`src/rtl/lsu2wb_queue.sv`:
```
// Buffered LSU-response router. Each response is steered into a scalar (X) queue,
// a vector (V) queue, or both. Responses that write no register are retired at once.
module lsu2wb_queue #(
  parameter int NUM_THREAD = 8,
  parameter int XLEN       = 32,
  parameter int DEPTH_WARP = 3,
  parameter int REG_W      = 8,
  parameter int X_DEPTH    = 2,
  parameter int V_DEPTH    = 2
) (
  input  logic                         clk,
  input  logic                         rst_n,
  input  logic                         lsu_rsp_valid_i,
  output logic                         lsu_rsp_ready_o,
  input  logic [DEPTH_WARP-1:0]        lsu_rsp_warp_id_i,
  input  logic                         lsu_rsp_wxd_i,
  input  logic                         lsu_rsp_wfd_i,
  input  logic [REG_W-1:0]             lsu_rsp_reg_idxw_i,
  input  logic [NUM_THREAD-1:0]        lsu_rsp_mask_i,
  input  logic [XLEN*NUM_THREAD-1:0]   lsu_rsp_data_i,
  output logic                         out_x_valid_o,
  input  logic                         out_x_ready_i,
  output logic [DEPTH_WARP-1:0]        out_x_warp_id_o,
  output logic [REG_W-1:0]             out_x_reg_idxw_o,
  output logic                         out_x_wxd_o,
  output logic [XLEN-1:0]              out_x_wb_wxd_rd_o,
  output logic                         out_v_valid_o,
  input  logic                         out_v_ready_i,
  output logic [DEPTH_WARP-1:0]        out_v_warp_id_o,
  output logic [REG_W-1:0]             out_v_reg_idxw_o,
  output logic [NUM_THREAD-1:0]        out_v_wvd_mask_o,
  output logic [XLEN*NUM_THREAD-1:0]   out_v_wb_wvd_rd_o,
  output logic                         out_v_wvd_o,
  output logic                         idle_o
);

  localparam int XAW = $clog2(X_DEPTH);
  localparam int VAW = $clog2(V_DEPTH);
  localparam int VW  = XLEN * NUM_THREAD;
  localparam logic [XAW:0] X_ONE = 1;
  localparam logic [VAW:0] V_ONE = 1;

  logic [DEPTH_WARP-1:0] x_warp_mem [X_DEPTH];
  logic [REG_W-1:0]      x_reg_mem  [X_DEPTH];
  logic [XLEN-1:0]       x_data_mem [X_DEPTH];

  logic [DEPTH_WARP-1:0] v_warp_mem [V_DEPTH];
  logic [REG_W-1:0]      v_reg_mem  [V_DEPTH];
  logic [NUM_THREAD-1:0] v_mask_mem [V_DEPTH];
  logic [VW-1:0]         v_data_mem [V_DEPTH];

  logic [XAW:0] x_wr_q, x_wr_d, x_rd_q, x_rd_d;
  logic [VAW:0] v_wr_q, v_wr_d, v_rd_q, v_rd_d;

  logic x_empty, x_full, v_empty, v_full;
  logic accept, x_push, v_push, x_pop, v_pop;

  assign x_empty = (x_wr_q == x_rd_q);
  assign x_full  = (x_wr_q[XAW] != x_rd_q[XAW]) && (x_wr_q[XAW-1:0] == x_rd_q[XAW-1:0]);
  assign v_empty = (v_wr_q == v_rd_q);
  assign v_full  = (v_wr_q[VAW] != v_rd_q[VAW]) && (v_wr_q[VAW-1:0] == v_rd_q[VAW-1:0]);

  // Ready looks only at full flags so writeback stalls never reach the LSU combinationally.
  assign lsu_rsp_ready_o = !(lsu_rsp_wxd_i && x_full) && !(lsu_rsp_wfd_i && v_full);

  assign accept = lsu_rsp_valid_i && lsu_rsp_ready_o;
  assign x_push = accept && lsu_rsp_wxd_i;
  assign v_push = accept && lsu_rsp_wfd_i;
  assign x_pop  = !x_empty && out_x_ready_i;
  assign v_pop  = !v_empty && out_v_ready_i;

  always_comb begin
    x_wr_d = x_push ? x_wr_q + X_ONE : x_wr_q;
    x_rd_d = x_pop  ? x_rd_q + X_ONE : x_rd_q;
    v_wr_d = v_push ? v_wr_q + V_ONE : v_wr_q;
    v_rd_d = v_pop  ? v_rd_q + V_ONE : v_rd_q;
  end

  always_ff @(posedge clk or negedge rst_n) begin
    if (!rst_n) begin
      x_wr_q <= '0;
      x_rd_q <= '0;
      v_wr_q <= '0;
      v_rd_q <= '0;
    end else begin
      x_wr_q <= x_wr_d;
      x_rd_q <= x_rd_d;
      v_wr_q <= v_wr_d;
      v_rd_q <= v_rd_d;
    end
  end

  // Entry storage carries no reset; only the pointers define what is live.
  always_ff @(posedge clk) begin
    if (x_push) begin
      x_warp_mem[x_wr_q[XAW-1:0]] <= lsu_rsp_warp_id_i;
      x_reg_mem[x_wr_q[XAW-1:0]]  <= lsu_rsp_reg_idxw_i;
      x_data_mem[x_wr_q[XAW-1:0]] <= lsu_rsp_data_i[XLEN-1:0];
    end
    if (v_push) begin
      v_warp_mem[v_wr_q[VAW-1:0]] <= lsu_rsp_warp_id_i;
      v_reg_mem[v_wr_q[VAW-1:0]]  <= lsu_rsp_reg_idxw_i;
      v_mask_mem[v_wr_q[VAW-1:0]] <= lsu_rsp_mask_i;
      v_data_mem[v_wr_q[VAW-1:0]] <= lsu_rsp_data_i;
    end
  end

  assign out_x_valid_o     = !x_empty;
  assign out_x_wxd_o       = !x_empty;
  assign out_x_warp_id_o   = x_warp_mem[x_rd_q[XAW-1:0]];
  assign out_x_reg_idxw_o  = x_reg_mem[x_rd_q[XAW-1:0]];
  assign out_x_wb_wxd_rd_o = x_data_mem[x_rd_q[XAW-1:0]];

  assign out_v_valid_o     = !v_empty;
  assign out_v_wvd_o       = !v_empty;
  assign out_v_warp_id_o   = v_warp_mem[v_rd_q[VAW-1:0]];
  assign out_v_reg_idxw_o  = v_reg_mem[v_rd_q[VAW-1:0]];
  assign out_v_wvd_mask_o  = v_mask_mem[v_rd_q[VAW-1:0]];
  assign out_v_wb_wvd_rd_o = v_data_mem[v_rd_q[VAW-1:0]];

  assign idle_o = x_empty && v_empty;

endmodule
```
`config.mk`:
```
export PLATFORM = sky130hd
export DESIGN_NAME = lsu2wb_queue
export DESIGN_NICKNAME = d
export VERILOG_FILES = /design/src/rtl/lsu2wb_queue.sv
export SDC_FILE = /design/constraint.sdc
export NUM_CORES = 1
export LEC_CHECK = 0
export ABC_AREA = 1
export BUFFER_PORTS_ARGS = -buffer_cell sky130_fd_sc_hd__buf_2
export CORE_MARGIN = 3
export CORE_UTILIZATION = 45
export CTS_BUF_LIST = sky130_fd_sc_hd__clkbuf_8
export CTS_CLUSTER_SIZE = 10
export DETAILED_ROUTE_END_ITERATION = 8
export PLACE_DENSITY = 0.69
export SKIP_CTS_REPAIR_TIMING = 1
export SLEW_MARGIN = 20
export SYNTH_ARGS = -nofsm -noshare
export SYNTH_HDL_FRONTEND = slang
export SYNTH_SLANG_ARGS = --single-unit
```
`constraint.sdc`:
```
create_clock -name clk -period 13.9 [get_ports clk]
set_clock_uncertainty 0.05 [all_clocks]
set_input_delay 2.78 -clock clk [delete_from_list [all_inputs] [get_ports clk]]
set_output_delay 2.78 -clock clk [all_outputs]
set_load 0.005 [all_outputs]
```
==> results of run 1 <==
worst reg2reg max path, delay by kind of cell, from the launching register on:
family	cells	cell delay, ps
flip-flops	1	770
buffers and inverters	4	3440
AND/OR/NAND/NOR	5	760
flip-flops by register name, summed over array words and instances, names as in the netlist:
signal / count
x_rd_q: 2
x_wr_q: 2
v_mask_mem: 16
v_warp_mem: 6
v_data_mem: 512
x_data_mem: 64
v_reg_mem: 16
v_wr_q: 2
v_rd_q: 2
x_reg_mem: 16
x_warp_mem: 6
per-stage QoR:
step | worst slack [ps] | cells | hold WS, ps
floorplan | 3220 | 1740 | 413
detailed placement | 7190 | 2966 | 481
global route | 7260 | 3154 | 512
CTS | 7500 | 3143 | 490
global placement | 7210 | 2966 | 475
finish | 7570 | 3162 | 478
power breakdown:
group	switching, µW	internal [µW]	leakage, µW	total (µW)
sequential	85.4	2460	0.00590	2540
clock	686	707	0.00105	1390
combinational	1110	551	0.00553	1660
total	1880	3710	0.0125	5590
cell usage in the layout, fill, tap and decap left out, types with 4 or more instances in the layout:
cell type / instances
sky130_fd_sc_hd__nand3_1: 4
sky130_fd_sc_hd__buf_2: 605
sky130_fd_sc_hd__clkinv_1: 22
sky130_fd_sc_hd__buf_4: 12
sky130_fd_sc_hd__dfrtp_1: 7
sky130_fd_sc_hd__nand4_1: 6
sky130_fd_sc_hd__nand2_1: 980
sky130_fd_sc_hd__inv_1: 53
sky130_fd_sc_hd__clkbuf_8: 104
sky130_fd_sc_hd__xor2_1: 5
sky130_fd_sc_hd__nor2_1: 6
sky130_fd_sc_hd__diode_2: 19
sky130_fd_sc_hd__edfxtp_1: 636
routing by layer:
| metal | track usage, % | wire length [µm] | up-vias |
|---|---|---|---|
| li1 | - | - | 7215 |
| met1 | 24.1 | 21600 | 7262 |
| met5 | 0 | 80 | - |
| met2 | 34.6 | 29200 | 638 |
| met3 | 8.42 | 5900 | 126 |
| met4 | 7.23 | 1810 | 12 |
worst paths after layout:
check | endpoint | cells after the start | slack [ps] | from
max in group asynchronous | v_rd_q[0] | 1 | 11670 | rst_n
worst max register to register | v_data_mem[0][219] | 9 | 8410 | v_rd_q[0]
worst min-delay path | v_rd_q[1] | 1 | 480 | v_rd_q[1]
worst max-delay path | out_v_wb_wvd_rd_o[155] | 5 | 7570 | v_rd_q[0]
worst min register to register | v_rd_q[1] | 1 | 480 | v_rd_q[1]
min in group asynchronous | x_rd_q[0] | 1 | 1920 | rst_n
cell type report:
class | count | share of cell area [%]
clock inverter | 73 | 1.12
tap | 680 | 2.93
sequential | 644 | 66.5
antenna | 19 | 0.164
timing repair buffer | 618 | 10.8
multi-input combinational | 1010 | 13.4
inverter | 14 | 0.233
clock buffer | 104 | 4.93
logic make-up after synthesis:
| family | share of synthesized area, % |
|---|---|
| AND/OR/NAND/NOR | 16.2 |
| flip-flops | 81.9 |
| buffers and inverters | 1.74 |
| XOR/XNOR | 0.186 |
| AO/OA/AOI/OAI | 0.0212 |
==> impl_results.rst, run 1 <==
.. list-table::
   :header-rows: 1

   * - Metric
     - Value
   * - Status
     - finished clean
   * - Detailed Route Iter0 Violations
     - 1039
   * - Maximum vdd ir drop
     - 0.000117 V
   * - DR vias
     - 15253
   * - Netlist area before placement
     - 23600 µm²
   * - Power Total
     - 5590 µW
   * - Max_cap viols
     - 0
   * - Via density per instance
     - 4.82
   * - CP peak stage delay
     - 840 ps
   * - Largest net degree at the start of global routing
     - 160
   * - Y dimension of the die
     - 235 µm
   * - Initial standard-cell utilization of the core
     - 45.7%
   * - Share of synthesized area occupied by flip-flops and latches
     - 81.9%
   * - Placement Cell Area
     - 27200 µm²
   * - Total wire length after detailed routing
     - 58.6 mm
   * - Maximum buffer depth of the clock tree
     - 3
   * - Register area
     - 19300 µm²
   * - Category of the worst setup path capture point
     - output pin
   * - Fmax
     - 0.158 GHz
   * - Number of buffers and inverters on the critical path
     - 3
   * - DRT Pass-1 Iters
     - 7
   * - # DRC
     - 0
   * - Setup-violating endpoint count in the final report
     - 0
   * - Library cell with the highest instance count after synthesis
     - sky130_fd_sc_hd__nand2_1
   * - Global-route total usage across every layer
     - 20.7%
   * - Post-synthesis cell count
     - 1740
   * - Distinct cells, synth
     - 18
   * - Max-Slew Margin vs Limit
     - 16.0%
   * - GRT overflow
     - 0
   * - Number of nets in the synthesized netlist
     - 2022
   * - Post-Layout Inst Area
     - 29000 µm²
   * - Final period utilization
     - 45.5%
   * - Crit-path max FO
     - 88
   * - Setup TNS
     - 0 ps
   * - Post-CTS clock slew at the launch and capture registers of the worst setup and hold paths
     - 50 ps
   * - Number of buffers created by CTS
     - 101
   * - Remaining number of nets flagged by the antenna check after routing
     - 0
   * - Combined area of the multi-input logic cells
     - 3880 µm²
   * - Yosys warning count
     - 0
   * - Wire length of the first global-routing pass
     - 88.2 mm
   * - Io pins
     - 606
   * - Count of final max-slew check failures
     - 0
   * - Proportion of layout cells with a drive suffix above 1
     - 30.2%
   * - Hold violation total from the final report
     - 0
   * - Async SR Flop Fraction
     - 1.24%
   * - Core Footprint
     - 51600 µm²
   * - Utilization after layout
     - 56.3%
   * - Yosys top cell by area
     - sky130_fd_sc_hd__edfxtp_1
   * - RSZ-0062 raised after global routing
     - false
   * - Area share of the largest cell type after synthesis
     - 81.0%
   * - Die span in x
     - 235 µm
   * - Die Footprint
     - 55200 µm²
   * - Arr. time, crit path
     - 3500 ps
   * - Clk sink count
     - 644
   * - Final routed wire length divided by cell count
     - 18.5 µm
   * - Buffer cell driving the clock tree root
     - sky130_fd_sc_hd__clkbuf_8
   * - Number of flops mapped to enable cells by yosys
     - 636
   * - Actual slew at the worst max-slew pin
     - 1260 ps
   * - Category of the most critical setup path
     - reg -> out
   * - Worst path required time
     - 11070 ps
   * - Cell types with the largest area share after synthesis
     - sky130_fd_sc_hd__edfxtp_1 81%, sky130_fd_sc_hd__nand2_1 16%, sky130_fd_sc_hd__buf_2 1.2%
   * - Number of antenna violations at the first check in global routing
     - 27
   * - Final GP Congestion
     - 0.817
   * - P&R area growth vs syn
     - 23.2%
   * - Hold Crit Class
     - reg -> reg
   * - Critical path's slowest cell
     - sky130_fd_sc_hd__buf_4
   * - Top cells by count, synth
     - 980 x sky130_fd_sc_hd__nand2_1, 636 x sky130_fd_sc_hd__edfxtp_1, 55 x sky130_fd_sc_hd__buf_2
   * - Minimum clock period
     - 6330 ps
   * - Average footprint of a synthesized cell
     - 13.5 µm²
   * - TritonCTS clock tree
     - done
   * - Dpl hpwl
     - 38.4 mm
   * - Kind of start point of the critical path
     - register
   * - Via count of the first global-routing pass
     - 15230
   * - Cells along the critical path
     - buf_4 -> buf_4 -> nand2_1 -> nand2_1 -> buf_2
   * - Number of nets in the layout
     - 2671
   * - Power density cells
     - 193 nW/µm²
   * - FF+latch count, synth
     - 644
   * - I/O Buffers
     - 605
   * - Leakage power
     - 0.0125 µW
   * - Gate family responsible for the most delay along the worst path
     - buffers and inverters
   * - CTS H-tree depth
     - 3
   * - Leading register cell type out of synthesis
     - sky130_fd_sc_hd__edfxtp_1
   * - Filler cell count
     - 4245
   * - Number of core rows
     - 83
   * - Clock insertion delay at the later pin of the skew report
     - 650 ps
No activity file was read; power rests on OpenSTA's default activity.
==> run 2, diff against run 1 <==
Clock period 13.9 ns to 5.5 ns, I/O delays scaled along.
==> run 2 against run 1 <==
Against the previous run: die area stayed put; highest routed layer unchanged; largest power group unchanged; critical endpoint is now out_v_wb_wvd_rd_o[105]; cell count is 0.16% higher; power grew to 2.6 times the previous value; setup slack worse by 6800 ps.
==> impl_results.rst, run 2 (synthesized netlist as in run 1, its figures left out) <==
.. list-table::
   :header-rows: 1

   * - Metric
     - Value
   * - Status
     - finished clean
   * - Commonest cells after routing, fill and taps aside
     - 980 x sky130_fd_sc_hd__nand2_1, 636 x sky130_fd_sc_hd__edfxtp_1, 605 x sky130_fd_sc_hd__buf_2, 103 x sky130_fd_sc_hd__clkbuf_8, 43 x sky130_fd_sc_hd__inv_1
   * - Leakage power
     - 0.0125 µW (+0.51%)
   * - Via count of the first global-routing pass
     - 15164 (-0.43%)
   * - Actual slew at the worst max-slew pin
     - 1180 ps (-84.8 ps)
   * - Buffer cell driving the clock tree root
     - sky130_fd_sc_hd__clkbuf_8
   * - Die Footprint
     - 55200 µm² (unchanged)
   * - TritonCTS clock tree
     - done
   * - Die span in x
     - 235 µm (unchanged)
   * - Maximum buffer depth of the clock tree
     - 3 (unchanged)
   * - Detailed Route Iter0 Violations
     - 1022 (-1.6%)
   * - CTS H-tree depth
     - 3 (unchanged)
   * - Number of antenna violations at the first check in global routing
     - 28 (+3.7%)
   * - Worst path required time
     - 4350 ps (-6720 ps)
   * - DRT Pass-1 Iters
     - 5 (-2)
   * - Number of core rows
     - 83 (unchanged)
   * - Filler cell count
     - 4185 (-1.4%)
   * - Minimum clock period
     - 4770 ps
   * - Final routed wire length divided by cell count
     - 18.9 µm (+1.9%)
   * - Cell total after placement
     - 2973 (+0.24%)
   * - Placement Cell Area
     - 27400 µm² (+0.62%)
   * - Hold violation total from the final report
     - 0 (unchanged)
   * - Register area
     - 19300 µm² (unchanged)
   * - Clock insertion delay at the later pin of the skew report
     - 690 ps (+40 ps)
   * - Most utilized layer in the global route result
     - met2
   * - # DRC
     - 0 (unchanged)
   * - Reg2Reg Depth
     - 7 (-2)
   * - Io pins
     - 606 (unchanged)
   * - Count of final max-slew check failures
     - 0 (unchanged)
   * - Category of the most critical setup path
     - reg -> out
   * - Hold Crit Class
     - in -> async
   * - Global-route total usage across every layer
     - 21.1% (+0.46 points)
   * - Post-Layout Inst Area
     - 29300 µm² (+0.88%)
   * - Largest net degree at the start of global routing
     - 159 (-0.63%)
   * - Dpl hpwl
     - 40.4 mm (+5.1%)
   * - Final GP Congestion
     - 0.852 (+4.3%)
   * - Y dimension of the die
     - 235 µm (unchanged)
   * - Max-Slew Margin vs Limit
     - 21.6% (+5.7 points)
   * - Kind of start point of the critical path
     - register
   * - Worst reg2reg endpoint
     - v_data_mem[1][97]
   * - DR vias
     - 15270 (+0.11%)
   * - Fmax
     - 0.210 GHz
   * - P&R area growth vs syn
     - 24.3%
   * - Clk sink count
     - 644 (unchanged)
   * - Register-to-register setup slack
     - 1560 ps (-6850 ps)
   * - Post-CTS clock slew at the launch and capture registers of the worst setup and hold paths
     - 60 ps (about the same)
   * - Wire length of the first global-routing pass
     - 89.6 mm (+1.6%)
   * - Filler-free cell count of the finished design
     - 3167 (+0.16%)
   * - Crit-path max FO
     - 82 (-6.8%)
   * - I/O Buffers
     - 605 (unchanged)
   * - Number of buffers created by CTS
     - 102 (+0.99%)
   * - Arr. time, crit path
     - 3620 ps (+120 ps)
   * - Remaining number of nets flagged by the antenna check after routing
     - 0 (unchanged)
   * - Number of nets in the layout
     - 2679 (+0.30%)
   * - Reg-to-reg startpoint
     - v_rd_q[0]
   * - Final period utilization
     - 86.7%
   * - Combined area of the multi-input logic cells
     - 3920 µm² (+1.2%)
   * - Proportion of layout cells with a drive suffix above 1
     - 30.9% (+0.76 points)
   * - Maximum vdd ir drop
     - 0.000320 V (+170%)
   * - Max_cap viols
     - 0 (unchanged)
   * - Largest register FFs
     - 512 (unchanged)
   * - RSZ-0062 raised after global routing
     - false
   * - Via density per instance
     - 4.82 (about the same)
   * - Total wire length after detailed routing
     - 59.8 mm (+2.1%)
   * - Category of the worst setup path capture point
     - output pin
   * - Core Footprint
     - 51600 µm² (unchanged)
   * - Initial standard-cell utilization of the core
     - 45.7% (unchanged)
   * - Met3 usage in global routing
     - 8.54% (+0.13 points)
   * - Most frequent standard cell in the layout excluding fill and tap cells
     - sky130_fd_sc_hd__nand2_1
   * - GR Util met1
     - 25.0% (+0.85 points)
   * - Global-route track usage on met2
     - 34.4% (-0.18 points)
   * - Power density cells
     - 489 nW/µm² (+150%)
   * - Setup-violating endpoint count in the final report
     - 0 (unchanged)
   * - GRT overflow
     - 0 (unchanged)
## run 2: changes by cell type in the layout (fill, tap and decap cells not counted), sizes merged
cell	change
diode	-2
inv	-9
bufinv	+3
clkbuf	-1
clkinv	+4
buf	+7
clkinvlp	+3
## run 2: through the flow
stage | total power [µW] | hold slack (ps) | worst slack, ps | setup TNS (ps) | util [%]
global placement | 10700 | 437 | 1520 | 0 | 53.1
floorplan | 8780 | 413 | -506 | -249330 | -
detailed placement | 10800 | 438 | 1410 | 0 | 53.1
finish | 14300 | 195 | 731 | 0 | 56.8
global route | 15200 | 162 | 491 | 0 | 56.7
CTS | 14500 | 132 | 636 | 0 | 56.7
## run 2: worst max-delay path by stage
stage	startpoint	end	slack, ps	depth (start not counted)
2_1_floorplan	lsu_rsp_wfd_i	v_data_mem[0][0]	-510	5
3_3_place_gp	v_rd_q[0]	out_v_wb_wvd_rd_o[105]	1520	5
3_5_place_dp	v_rd_q[0]	out_v_wb_wvd_rd_o[105]	1410	5
4_1_cts	v_rd_q[0]	out_v_wb_wvd_rd_o[105]	640	5
5_1_grt	v_rd_q[0]	out_v_wb_wvd_rd_o[105]	490	5
6_report	v_rd_q[0]	out_v_wb_wvd_rd_o[105]	730	5
## run 2: worst max-delay path, stage by stage (launching register included)
cell and delay [ps]:
sky130_fd_sc_hd__dfrtp_4 900, sky130_fd_sc_hd__buf_4 790, sky130_fd_sc_hd__buf_4 680, sky130_fd_sc_hd__nand2_1 130
sky130_fd_sc_hd__nand2_1 170, sky130_fd_sc_hd__buf_2 140
## run 2: where the power goes
group | switching [µW] | internal [µW] | leakage [µW]
clock network | 1770 | 1930 | 0.00105
registers | 278 | 6190 | 0.00590
logic | 2730 | 1440 | 0.00559
## run 2: layout make-up
| type | instances | area share, % |
|---|---|---|
| diodes | 17 | 0.145 |
| repair buffers | 625 | 11.1 |
| clock buffers | 103 | 4.84 |
| multi-input cells | 1010 | 13.4 |
| flip-flops and latches | 644 | 65.9 |
| inverters | 14 | 0.218 |
| well taps | 680 | 2.90 |
| clock inverters | 74 | 1.47 |
## run 2: per-layer routing
metal	vias up	part of all wire, %
met4	12	2.9
met2	706	49
met3	120	11
met5	-	0.14
met1	7207	37
li1	7225	-
==> run 3, diff against run 2 <==
Settings changed: PLACE_DENSITY 0.69 to not set, PLACE_DENSITY_LB_ADDON set to 0.08.
==> run 3 against run 2 <==
Against the previous run: sequential share of layout area about the same; clock-buffer cell count up 6; core utilization about the same; critical path depth unchanged; final area about the same; global-route usage up 0.87 points; die area unchanged; setup slack better by 320 ps; critical endpoint is now out_v_wb_wvd_rd_o[166].
==> impl_results.rst, run 3 (synthesized netlist as in run 1, its figures left out) <==
.. list-table::
   :header-rows: 1

   * - Metric
     - Value
   * - Min Hold Slack
     - 221 ps (+26.0 ps)
   * - Core Footprint
     - 51600 µm² (unchanged)
   * - GRT overflow
     - 0 (unchanged)
   * - Internal Pwr Total
     - 9460 µW (-1.0%)
   * - Placement Cell Area
     - 27400 µm² (+0.12%)
   * - Switching power
     - 4900 µW (+2.6%)
   * - Die Footprint
     - 55200 µm² (unchanged)
   * - P&R area growth vs syn
     - 24.3% (about the same)
   * - Kind of start point of the critical path
     - register
   * - Maximum vdd ir drop
     - 0.000412 V (+29%)
   * - Number of nets in the layout
     - 2683 (+0.15%)
   * - Number of antenna violations at the first check in global routing
     - 26 (-7.1%)
   * - Max_cap viols
     - 0 (unchanged)
   * - Y dimension of the die
     - 235 µm (unchanged)
   * - Filler cell count
     - 4347 (+3.9%)
   * - Most frequent standard cell in the layout excluding fill and tap cells
     - sky130_fd_sc_hd__nand2_1
   * - Category of the most critical setup path
     - reg -> out
   * - RSZ-0062 raised after global routing
     - false
   * - Via count of the first global-routing pass
     - 14951 (-1.4%)
   * - Clock insertion delay at the later pin of the skew report
     - 670 ps (-20 ps)
   * - I/O Buffers
     - 605 (unchanged)
   * - Pre-CTS setup slack
     - 1650 ps (+232 ps)
   * - Reg2Reg Depth
     - 8 (+1)
   * - CTS H-tree depth
     - 3 (unchanged)
   * - Actual slew at the worst max-slew pin
     - 1020 ps (-158 ps)
   * - Buffer cell driving the clock tree root
     - sky130_fd_sc_hd__clkbuf_8
   * - Dpl hpwl
     - 41.2 mm (+2.1%)
   * - Post-CTS clock slew at the launch and capture registers of the worst setup and hold paths
     - 60 ps (about the same)
   * - Worst path required time
     - 4350 ps (about the same)
   * - Via density per instance
     - 4.76 (-1.3%)
   * - Proportion of layout cells with a drive suffix above 1
     - 30.7% (-0.20 points)
   * - Final GP Congestion
     - 0.806 (-5.4%)
   * - Combinational share of power
     - 30.1% (+1.0 points)
   * - Status
     - finished clean
   * - Detailed Route Iter0 Violations
     - 1017 (-0.49%)
   * - Hold Crit Class
     - in -> async
   * - Utilization after layout
     - 56.8% (about the same)
   * - Remaining number of nets flagged by the antenna check after routing
     - 0 (unchanged)
   * - Minimum clock period
     - 4450 ps (-320 ps)
   * - Die span in x
     - 235 µm (unchanged)
   * - Setup-violating endpoint count in the final report
     - 0 (unchanged)
   * - TritonCTS clock tree
     - done
   * - Number of core rows
     - 83 (unchanged)
   * - Power density cells
     - 490 nW/µm² (+0.15%)
   * - Part of the total power dissipated in the clock network
     - 25.2% (-0.6 points)
   * - Arr. time, crit path
     - 3300 ps (-320 ps)
   * - Post-route worst setup slack
     - 1050 ps (+320 ps)
   * - Total wire length after detailed routing
     - 62.5 mm (+4.4%)
   * - Post-Layout Inst Area
     - 29300 µm² (about the same)
   * - Maximum buffer depth of the clock tree
     - 3 (unchanged)
   * - Final routed wire length divided by cell count
     - 19.6 µm (+3.9%)
   * - DRT Pass-1 Iters
     - 5 (unchanged)
   * - Final period utilization
     - 80.9% (-5.8 points)
   * - Global-route total usage across every layer
     - 22.0% (+0.87 points)
   * - Part of the total power dissipated in sequential elements
     - 44.7% (-0.4 points)
   * - Leakage power
     - 0.0126 µW (+0.49%)
   * - Max-Slew Margin vs Limit
     - 32.1% (+10 points)
   * - Switching fraction of total power
     - 34.1% (+0.80 points)
   * - Largest register FFs
     - 512 (unchanged)
   * - Largest net degree at the start of global routing
     - 152 (-4.4%)
   * - Io pins
     - 606 (unchanged)
   * - Category of the worst setup path capture point
     - output pin
   * - Number of buffers created by CTS
     - 105 (+2.9%)
   * - Clk sink count
     - 644 (unchanged)
   * - Setup TNS
     - 0 ps (unchanged)
   * - Wire length of the first global-routing pass
     - 91.6 mm (+2.3%)
   * - # DRC
     - 0 (unchanged)
   * - Crit-path max FO
     - 94 (+15%)
   * - DR vias
     - 15141 (-0.84%)
   * - Commonest cells after routing, fill and taps aside
     - 980 x sky130_fd_sc_hd__nand2_1, 636 x sky130_fd_sc_hd__edfxtp_1, 605 x sky130_fd_sc_hd__buf_2, 109 x sky130_fd_sc_hd__clkbuf_8, 56 x sky130_fd_sc_hd__inv_1
   * - Count of final max-slew check failures
     - 0 (unchanged)
   * - Hold violation total from the final report
     - 0 (unchanged)
   * - Initial standard-cell utilization of the core
     - 45.7% (unchanged)
   * - Fmax
     - 0.225 GHz (+7.2%)
==> run 3: metal layers <==
layer	share of wire [%]	up-vias	GRT usage, %
met4	2.4	24	7.62
met5	0.21	-	0
met3	9.7	109	9.30
li1	-	7238	-
met2	49	535	35.5
met1	39	7235	26.6
==> run 3: layout make-up <==
cell class | instances | area [µm²] | share of cell area (%)
clock buffer | 109 | 1500 | 5.12
inverter | 14 | 63.8 | 0.218
tap | 680 | 851 | 2.90
clock inverter | 83 | 330 | 1.13
antenna | 16 | 40.0 | 0.137
multi-input combinational | 1010 | 3920 | 13.4
sequential | 644 | 19300 | 65.9
timing repair buffer | 626 | 3300 | 11.3
==> run 3: worst paths after layout <==
path / start / endpoint / slack (ps)
worst min register to register: v_rd_q[1] / v_rd_q[1] / 460
min in group clk: v_rd_q[1] / v_rd_q[1] / 460
worst max-delay path: v_rd_q[0] / out_v_wb_wvd_rd_o[166] / 1050
worst max register to register: v_rd_q[0] / v_data_mem[0][100] / 1790
max in group asynchronous: rst_n / v_rd_q[0] / 4970
worst min-delay path: rst_n / x_wr_q[1] / 220
==> run 3: critical path, cell delays in order (launching register included) <==
cell and delay, ps:
sky130_fd_sc_hd__dfrtp_4 760, sky130_fd_sc_hd__inv_8 560, sky130_fd_sc_hd__buf_4 790, sky130_fd_sc_hd__nand2_1 130, sky130_fd_sc_hd__nand2_1 180, sky130_fd_sc_hd__buf_2 140
==> run 3: per-stage QoR <==
step	power (µW)	instances
floorplan	8780	1740
global placement	10900	2974
detailed placement	10900	2974
CTS	14600	3166
global route	15200	3176
finish	14400	3182
==> run 3: power groups by stage <==
| stage | sequential (µW) | clock [µW] | combinational (µW) |
|---|---|---|---|
| global route | 6480 | 3960 | 4810 |
| global placement | 6510 | 0 | 4390 |
| CTS | 6430 | 3730 | 4420 |
| detailed placement | 6530 | 0 | 4400 |
| floorplan | 6520 | 0 | 2260 |
| finish | 6420 | 3620 | 4320 |
